### src/rtl/alu_core_pkg.sv
`default_nettype none
// ============================================================================
// Module      : alu_core_pkg
// Description : Opcode and FSM state types shared by the ALU core and its bench.
// Revision    : 1.0 - initial release
// ============================================================================
package alu_core_pkg;

    typedef enum logic [2:0] {
        no_op  = 3'd0,
        add_op = 3'd1,
        and_op = 3'd2,
        xor_op = 3'd3,
        mul_op = 3'd4,
        rst_op = 3'd7
    } alu_op_t;

    typedef logic [1:0] alu_state_t;

    localparam alu_state_t c_st_idle = 2'd0;
    localparam alu_state_t c_st_mul  = 2'd1;
    localparam alu_state_t c_st_done = 2'd2;

    // Counter width able to hold w-1; never narrower than one bit.
    function automatic int cnt_width(input int w);
        return (w > 1) ? $clog2(w) : 1;
    endfunction

endpackage
`default_nettype wire

### src/rtl/alu_core_mul.sv
`default_nettype none
// ============================================================================
// Module      : alu_core_mul
// Description : Iterative shift-add unsigned multiplier, one operand bit/cycle.
// Revision    : 1.0 - initial release
// ============================================================================
module alu_core_mul
    import alu_core_pkg::*;
#(
    parameter int WIDTH = 8
) (
    input  logic                 clk,
    input  logic                 rst,
    input  logic                 start,
    input  logic [WIDTH-1:0]     a,
    input  logic [WIDTH-1:0]     b,
    output logic                 busy,
    output logic                 last,
    output logic [2*WIDTH-1:0]   product
);

    localparam int c_cnt_w = cnt_width(WIDTH);

    logic [2*WIDTH-1:0] r_mcand;
    logic [WIDTH-1:0]   r_mplier;
    logic [2*WIDTH-1:0] r_acc;
    logic [c_cnt_w-1:0] r_cnt;
    logic               r_busy;
    logic [2*WIDTH-1:0] w_addend;
    logic [2*WIDTH-1:0] w_acc_next;

    assign w_addend   = r_mplier[0] ? r_mcand : '0;
    assign w_acc_next = r_acc + w_addend;

    always_ff @(posedge clk or posedge rst) begin
        if (rst) begin
            r_mcand  <= '0;
            r_mplier <= '0;
            r_acc    <= '0;
            r_cnt    <= '0;
            r_busy   <= 1'b0;
        end else if (start) begin
            r_mcand  <= {{WIDTH{1'b0}}, a};
            r_mplier <= b;
            r_acc    <= '0;
            r_cnt    <= c_cnt_w'(WIDTH - 1);
            r_busy   <= 1'b1;
        end else if (r_busy) begin
            r_acc    <= w_acc_next;
            r_mcand  <= r_mcand << 1;
            r_mplier <= r_mplier >> 1;
            if (r_cnt == '0) begin
                r_busy <= 1'b0;
            end else begin
                r_cnt <= r_cnt - c_cnt_w'(1);
            end
        end
    end

    // product already folds in the current step so the final value is ready
    // on the same edge the last bit is consumed.
    assign busy    = r_busy;
    assign last    = r_busy && (r_cnt == '0);
    assign product = w_acc_next;

endmodule
`default_nettype wire

### src/rtl/alu_core.sv
`default_nettype none
// ============================================================================
// Module      : alu_core
// Description : Handshaked ALU with add/and/xor/mul and a 2W-bit result reg.
// Revision    : 1.0 - initial release
// ============================================================================
module alu_core
    import alu_core_pkg::*;
#(
    parameter int ALU_IN_OP_WIDTH = 8
) (
    input  logic                           clk,
    input  logic                           rst,
    input  alu_op_t                        alu_op,
    input  logic [ALU_IN_OP_WIDTH-1:0]     a,
    input  logic [ALU_IN_OP_WIDTH-1:0]     b,
    input  logic                           valid,
    output logic                           ready,
    output logic                           done,
    output logic [2*ALU_IN_OP_WIDTH-1:0]   result
);

    alu_state_t                         r_state;
    alu_state_t                         w_state_next;
    logic                               w_load_alu;
    logic                               w_load_mul;
    logic                               w_clear;
    logic                               w_mul_start;
    logic                               w_mul_busy;
    logic                               w_mul_last;
    logic [ALU_IN_OP_WIDTH:0]           w_sum;
    logic [2*ALU_IN_OP_WIDTH-1:0]       w_alu_res;
    logic [2*ALU_IN_OP_WIDTH-1:0]       w_mul_product;
    logic [2*ALU_IN_OP_WIDTH-1:0]       r_result;

    alu_core_mul #(
        .WIDTH   (ALU_IN_OP_WIDTH)
    ) u_mul (
        .clk     (clk),
        .rst     (rst),
        .start   (w_mul_start),
        .a       (a),
        .b       (b),
        .busy    (w_mul_busy),
        .last    (w_mul_last),
        .product (w_mul_product)
    );

    assign w_sum = {1'b0, a} + {1'b0, b};

    always_comb begin
        w_alu_res = '0;
        case (alu_op)
            add_op:  w_alu_res[ALU_IN_OP_WIDTH:0]   = w_sum;
            and_op:  w_alu_res[ALU_IN_OP_WIDTH-1:0] = a & b;
            xor_op:  w_alu_res[ALU_IN_OP_WIDTH-1:0] = a ^ b;
            default: ;
        endcase
    end

    always_ff @(posedge clk or posedge rst) begin
        if (rst) begin
            r_state <= c_st_idle;
        end else begin
            r_state <= w_state_next;
        end
    end

    always_comb begin
        w_state_next = r_state;
        w_load_alu   = 1'b0;
        w_load_mul   = 1'b0;
        w_clear      = 1'b0;
        w_mul_start  = 1'b0;
        ready        = 1'b0;
        done         = 1'b0;
        case (r_state)
            c_st_idle: begin
                ready = 1'b1;
                if (valid) begin
                    case (alu_op)
                        add_op, and_op, xor_op: begin
                            w_load_alu   = 1'b1;
                            w_state_next = c_st_done;
                        end
                        mul_op: begin
                            w_mul_start  = 1'b1;
                            w_state_next = c_st_mul;
                        end
                        rst_op:  w_clear = 1'b1;
                        default: ;
                    endcase
                end
            end
            c_st_mul: begin
                if (w_mul_last) begin
                    w_load_mul   = 1'b1;
                    w_state_next = c_st_done;
                end else if (!w_mul_busy) begin
                    // Multiplier lost its operation; do not hang here.
                    w_state_next = c_st_idle;
                end
            end
            c_st_done: begin
                done         = 1'b1;
                w_state_next = c_st_idle;
            end
            default: w_state_next = c_st_idle;
        endcase
    end

    always_ff @(posedge clk or posedge rst) begin
        if (rst) begin
            r_result <= '0;
        end else if (w_clear) begin
            r_result <= '0;
        end else if (w_load_alu) begin
            r_result <= w_alu_res;
        end else if (w_load_mul) begin
            r_result <= w_mul_product;
        end
    end

    assign result = r_result;

endmodule
`default_nettype wire

### config.mk
export PLATFORM = sky130hd
export DESIGN_NAME = alu_core
export DESIGN_NICKNAME = d
export VERILOG_FILES = /design/src/rtl/alu_core_pkg.sv /design/src/rtl/alu_core_mul.sv /design/src/rtl/alu_core.sv
export SDC_FILE = /design/constraint.sdc
export NUM_CORES = 1
export LEC_CHECK = 0
export CAP_MARGIN = 20
export CORE_MARGIN = 2
export CORE_UTILIZATION = 40
export CTS_CLUSTER_SIZE = 16
export DETAILED_ROUTE_END_ITERATION = 12
export DONT_BUFFER_PORTS = 1
export PLACE_DENSITY = 0.56
export SKIP_LAST_GASP = 1
export SYNTH_ARGS = -nofsm -noshare
export SYNTH_HDL_FRONTEND = slang
export SYNTH_SLANG_ARGS = --single-unit
export TNS_END_PERCENT = 10
### constraint.sdc
create_clock -name clk -period 3.2 [get_ports clk]
set_input_delay 0.64 -clock clk [delete_from_list [all_inputs] [get_ports clk]]
set_output_delay 0.64 -clock clk [all_outputs]
set_load 0.1 [all_outputs]
### After elaboration in Yosys (flattened, before gate mapping)

Index checks and enable logic that the tools add are counted.

* flip-flop bits (word level): 62
* input port bits: 22
* output and inout port bits: 18
* logic and storage cells: 67

* add/subtract/negate cells: 3
* equality and inequality tests: 11
* multiplexer cells: 36
* bitwise gates (word level): 2
* reduce and logical (&&, ||, !) cells: 8

Operators by type and width (number)
* 16-bit two-way mux: 8
* 8-bit one-hot mux with 3 select lines: 1
* 1-bit two-way mux: 17
* 16-bit adder: 1
* 8-bit two-way mux: 2
* 8-bit by 8-bit adder with 9-bit output: 1
* 3-bit two-way mux: 3
* 8-bit bitwise AND: 1
* 2-bit one-hot mux with 2 select lines: 2
* 8-bit XOR: 1
* 3-bit by 2-bit equality test with 1-bit output (second input constant): 2
* 3-bit equality test (second input constant): 2
* 2-bit two-way mux: 3
* 3-bit by 1-bit equality test with 1-bit output (second input constant): 1
* 3-bit logical NOT: 1
* 3-bit by 1-bit != test with 1-bit output (second input constant): 1
* 3-bit by 2-bit != test with 1-bit output (second input constant): 1
* 3-bit AND reduction: 1
* 3-bit nonzero test: 1
* 3-bit OR reduction: 1
* 3-bit by 1-bit subtractor with 3-bit output (second input constant): 1
* 2-bit by 1-bit equality test with 1-bit output (second input constant): 1
* 2-bit equality test (second input constant): 1
* 2-bit logical NOT: 1
* other kinds (5): 5

### Logic depth before layout (Yosys ltp)

* word-level depth: 7
* depth in mapped cells: 10
* mapped depth without buffers: 10

### By module

A second synthesis with hierarchy kept.

* cell total of the unflattened synthesis: 479
* area total of the unflattened synthesis: 4347.9 um^2

Modules (own cells, without submodules)
* alu_core_mul: instances 1, cells an instance 329, area each 2952.8 um^2, seq. area each 1101.1 um^2
* alu_core: instances 1, cells an instance 150, area each 1395.1 um^2, seq. area each 450.4 um^2

### Least setup slack after synthesis

Ideal clock, no wire load.

* path kind: register to register
* start point: register r_state[0]
* end point: register r_result[4], in the netlist result[4]
* setup time: 0.129 ns
* arrival time: 2.905 ns
* data required time: 3.071 ns
* slack: 0.167 ns
* cell stages (with the launch flop): 8
* path buffers: 1
* path through: dfrtp_1 nor2_1 nand2_1 or2_2 clkbuf_1 a311o_1 a21oi_1 o21ai_0

* cells in the longest elaborated chain, start to end: 4

Ends and longest elaborated chain
* from (decl): RTL line alu_core.sv:23 `alu_state_t r_state;`
* from (signal assigned): RTL line alu_core.sv:63 `r_state <= c_st_idle;`
* from (signal assigned): RTL line alu_core.sv:65 `r_state <= w_state_next;`
* 2-bit logical NOT: RTL line alu_core.sv:77 `case (r_state)`
* 1-bit two-way mux: RTL line alu_core.sv:77
* 16-bit two-way mux: RTL line alu_core.sv:117 `end else if (w_load_alu) begin`
* 16-bit two-way mux: RTL line alu_core.sv:115 `end else if (w_clear) begin`
* to (signal assigned): RTL line alu_core.sv:118 `r_result <= w_alu_res;`
* to (signal assigned): RTL line alu_core.sv:120 `r_result <= w_mul_product;`
* to (decl): RTL line alu_core.sv:34 `logic [2*ALU_IN_OP_WIDTH-1:0] r_result;`

Parallel ways exist; a longest one is shown, timed or not.
A chain may end at the register's enable or synchronous reset.

### Worst setup path after layout

* start point: register u_mul.r_mplier[0]
* end point: register r_result[12], in the netlist result[12]

* cells in the longest elaborated chain, start to end: 5

Ends and longest elaborated chain
* from (decl): RTL line alu_core_mul.sv:25 `logic [WIDTH-1:0] r_mplier;`
* from (signal assigned): RTL line alu_core_mul.sv:51 `r_mplier <= r_mplier >> 1;`
* 16-bit two-way mux: RTL line alu_core_mul.sv:32 `assign w_addend = r_mplier[0] ? r_mcand : '0;`
* 16-bit adder: RTL line alu_core_mul.sv:33 `assign w_acc_next = r_acc + w_addend;`
* 16-bit two-way mux: RTL line alu_core.sv:119 `end else if (w_load_mul) begin`
* 16-bit two-way mux: RTL line alu_core.sv:117
* 16-bit two-way mux: RTL line alu_core.sv:115

Every way passes these cells. The select of a mux whose other input is x is not followed.

==> flow_metrics.env <==
export IMPL_period_needed_ps=2760
export IMPL_nNetsFinal=496
export IMPL_ios=40
export IMPL_cts_buffers=9
export IMPL_synth_edf_count=0
export IMPL_worst_pin_slew_ps=969
export IMPL_synth_fp_nets=498
export IMPL_synth_commonest_cells="62 x dfrtp_1, 52 x nand2_1, 37 x nor2_1"
export IMPL_r2r_cells=10
export IMPL_synth_cells=449
export IMPL_drt_wirelength_per_cell_um=16.6
export IMPL_ys_flop_type="dfrtp_1"
export IMPL_grt_pass1_wl_mm=16.3
export IMPL_drv_slew=0
export IMPL_layout_drive_gt1_share_pct=9.51
export IMPL_vdd_drop_max_uv=336
export IMPL_p_leak_nw=2.04
export IMPL_slew_headroom_pct=35.4
export IMPL_area_growth_pct=9.21
export IMPL_synth_most_common_cell="dfrtp_1"
export IMPL_vias=3200
export IMPL_synth_area_leader_cell="dfrtp_1"
export IMPL_hold_buffers=0
export IMPL_drt_pass1_iterations=5
export IMPL_worstPathArrival_ps=3000
export IMPL_clock_sinks=62
export IMPL_rsz0062_at_grt="no"
export IMPL_post_cts_setup_buffers=0
export IMPL_grt_pass1_vias=3209
export IMPL_power_per_cell_area_nw_per_um2=780
export IMPL_grt_usage_pct=18.7
export IMPL_synthTopCellsByArea="dfrtp_1 38%, mux2i_1 7.9%, ha_1 7.8%"
export IMPL_drtAntennaViolNets=0
export IMPL_core_area_um2=9770
export IMPL_clkSlewWorstSetupHoldPaths_ps=80
export IMPL_skew_ps=9.84
export IMPL_hold_path_class="input port to async pin"
export IMPL_route_detailed_drc=0
export IMPL_die_area_um2=10900
export IMPL_ys_types=55
export IMPL_diodes=0
export IMPL_cts_max_path_buffers=2
export IMPL_start_util_pct=41.3
export IMPL_gp_congestion=0.853
export IMPL_yosysSeqAreaShare_pct=38.5
export IMPL_viasPerCell=5.47
export IMPL_timing_max_cap_violations=0
export IMPL_reg2reg_from="u_mul.r_mplier[0]"
export IMPL_portBuffers=0
export IMPL_syn_cell_area_um2=4030
export IMPL_synthArstFlopShare_pct=100
export IMPL_synth_top_area_share_pct=38.5
export IMPL_setup_tns_final_ps=0
export IMPL_final_hold_viol_count=0
export IMPL_post_route_period_util_pct=86.2
export IMPL_antenna_found_initial=0
export IMPL_yosysWarnings=0
export IMPL_tritoncts="yes"
export IMPL_rr_endpoint="result[12]"
export IMPL_cp_max_fo=17
export IMPL_status="complete, no violations"
export IMPL_avgSynthCellArea_um2=8.98
export IMPL_critPathKind="register to register"
export IMPL_grt_max_degree=55
export IMPL_dieWidth_um=104
export IMPL_dp_hpwl_mm=7.20
export IMPL_startpoint_type="register"
export IMPL_num_rows=36
export IMPL_end_kind="register"
export IMPL_fin_util_pct=45.1
export IMPL_regArea_um2=1550
export IMPL_nFillCells=987
export IMPL_multi_input_area_um2=2330
export IMPL_cp_required_ps=3440
export IMPL_root_buffer="clkbuf_8"
export IMPL_cts_resized=0
export IMPL_drt_iter0_drc=136
export IMPL_grt_ovfl_total=0
export IMPL_wl_mm=9.73
export IMPL_clk_latency_ps=350
export IMPL_h_tree_depth=3
export IMPL_worst_r2r_setup_slack_ps=440
export IMPL_setup_violations=0
export IMPL_clock_fmax_mhz=362
export IMPL_die_y_um=104
export IMPL_ys_seq_elements=62
## cells in the final DEF, fill, tap and decap left out, drive strengths merged, types with 10 or more instances in the layout
cell type	n
o21ai	36
and2	16
xnor2	13
nand2	52
ha	25
mux2i	32
clkbuf	10
nand3	13
nor2	37
buf	10
dfrtp	62
a21oi	29
inv	19
## flip-flops by register name, summed over array words and instances, names as in the netlist
signal and cells:
result 16, u_mul.r_acc 16, u_mul.r_mcand 16, u_mul.r_mplier 8, u_mul.r_cnt 3, r_state 2, u_mul.busy 1
## metrics by stage
stage	setup slack (ps)	power, mW	instances	cell area [um2]	hold WS [ps]
after floorplan	167	2.47	449	4030	479
after global placement	592	2.73	568	4190	497
after detailed placement	440	2.76	568	4190	498
after CTS	424	3.48	584	4390	382
after global routing	158	3.69	585	4410	19.3
final	441	3.44	585	4410	37.5
## worst max-delay path by stage
stage | from | to | slack, ps
final | u_mul.r_mplier[0] | result[12] | 440
after global routing | u_mul.r_mplier[0] | result[12] | 160
after CTS | u_mul.r_mplier[0] | result[12] | 420
after detailed placement | u_mul.r_mplier[0] | result[12] | 440
after global placement | u_mul.r_mplier[0] | result[12] | 590
after floorplan | r_state[0] | result[4] | 170
## critical path, stage by stage, from the launching register on
cell and delay (ps):
dfrtp_1 620, and2_1 210, ha_1 210, inv_1 70, fa_1 390, nand2b_1 170, a21oi_1 290, o21ai_1 200
o211ai_1 250, xnor2_1 140, o21ai_0 90
## logic make-up after synthesis
group	Yosys count	share of synthesized area, %
adders and majority gates	27	8.75
AOI/OAI and AO/OA	110	17.6
buffers and inverters	41	4.03
xor gates and xnor gates	15	3.26
DFF	62	38.5
and+or+nand+nor	158	18.8
muxes	36	9.06
## power breakdown
| group | internal, mW | total, mW | switching, mW |
|---|---|---|---|
| clock network | 0.365 | 0.698 | 0.333 |
| logic | 0.549 | 1.28 | 0.730 |
| registers | 1.03 | 1.46 | 0.429 |
| total | 1.94 | 3.44 | 1.49 |
## area by class of cell
cell class / instances / share of cell area, %
clock inverter: 6 / 1.62
timing repair buffer: 10 / 1.99
sequential: 62 / 35.2
multi-input combinational: 346 / 52.9
tap: 133 / 3.78
inverter: 18 / 1.53
clock buffer: 10 / 2.90
## layer usage
metal	vias up	routed length (um)	GRT usage [%]	share of wire, %
li1	1595	-	-	-
met1	1524	4440	23.9	46
met2	69	4640	30.6	48
met3	12	512	5.45	5.3
met4	0	132	5.60	1.4
met5	-	0	0	0
(Power assumes the default switching activity.)
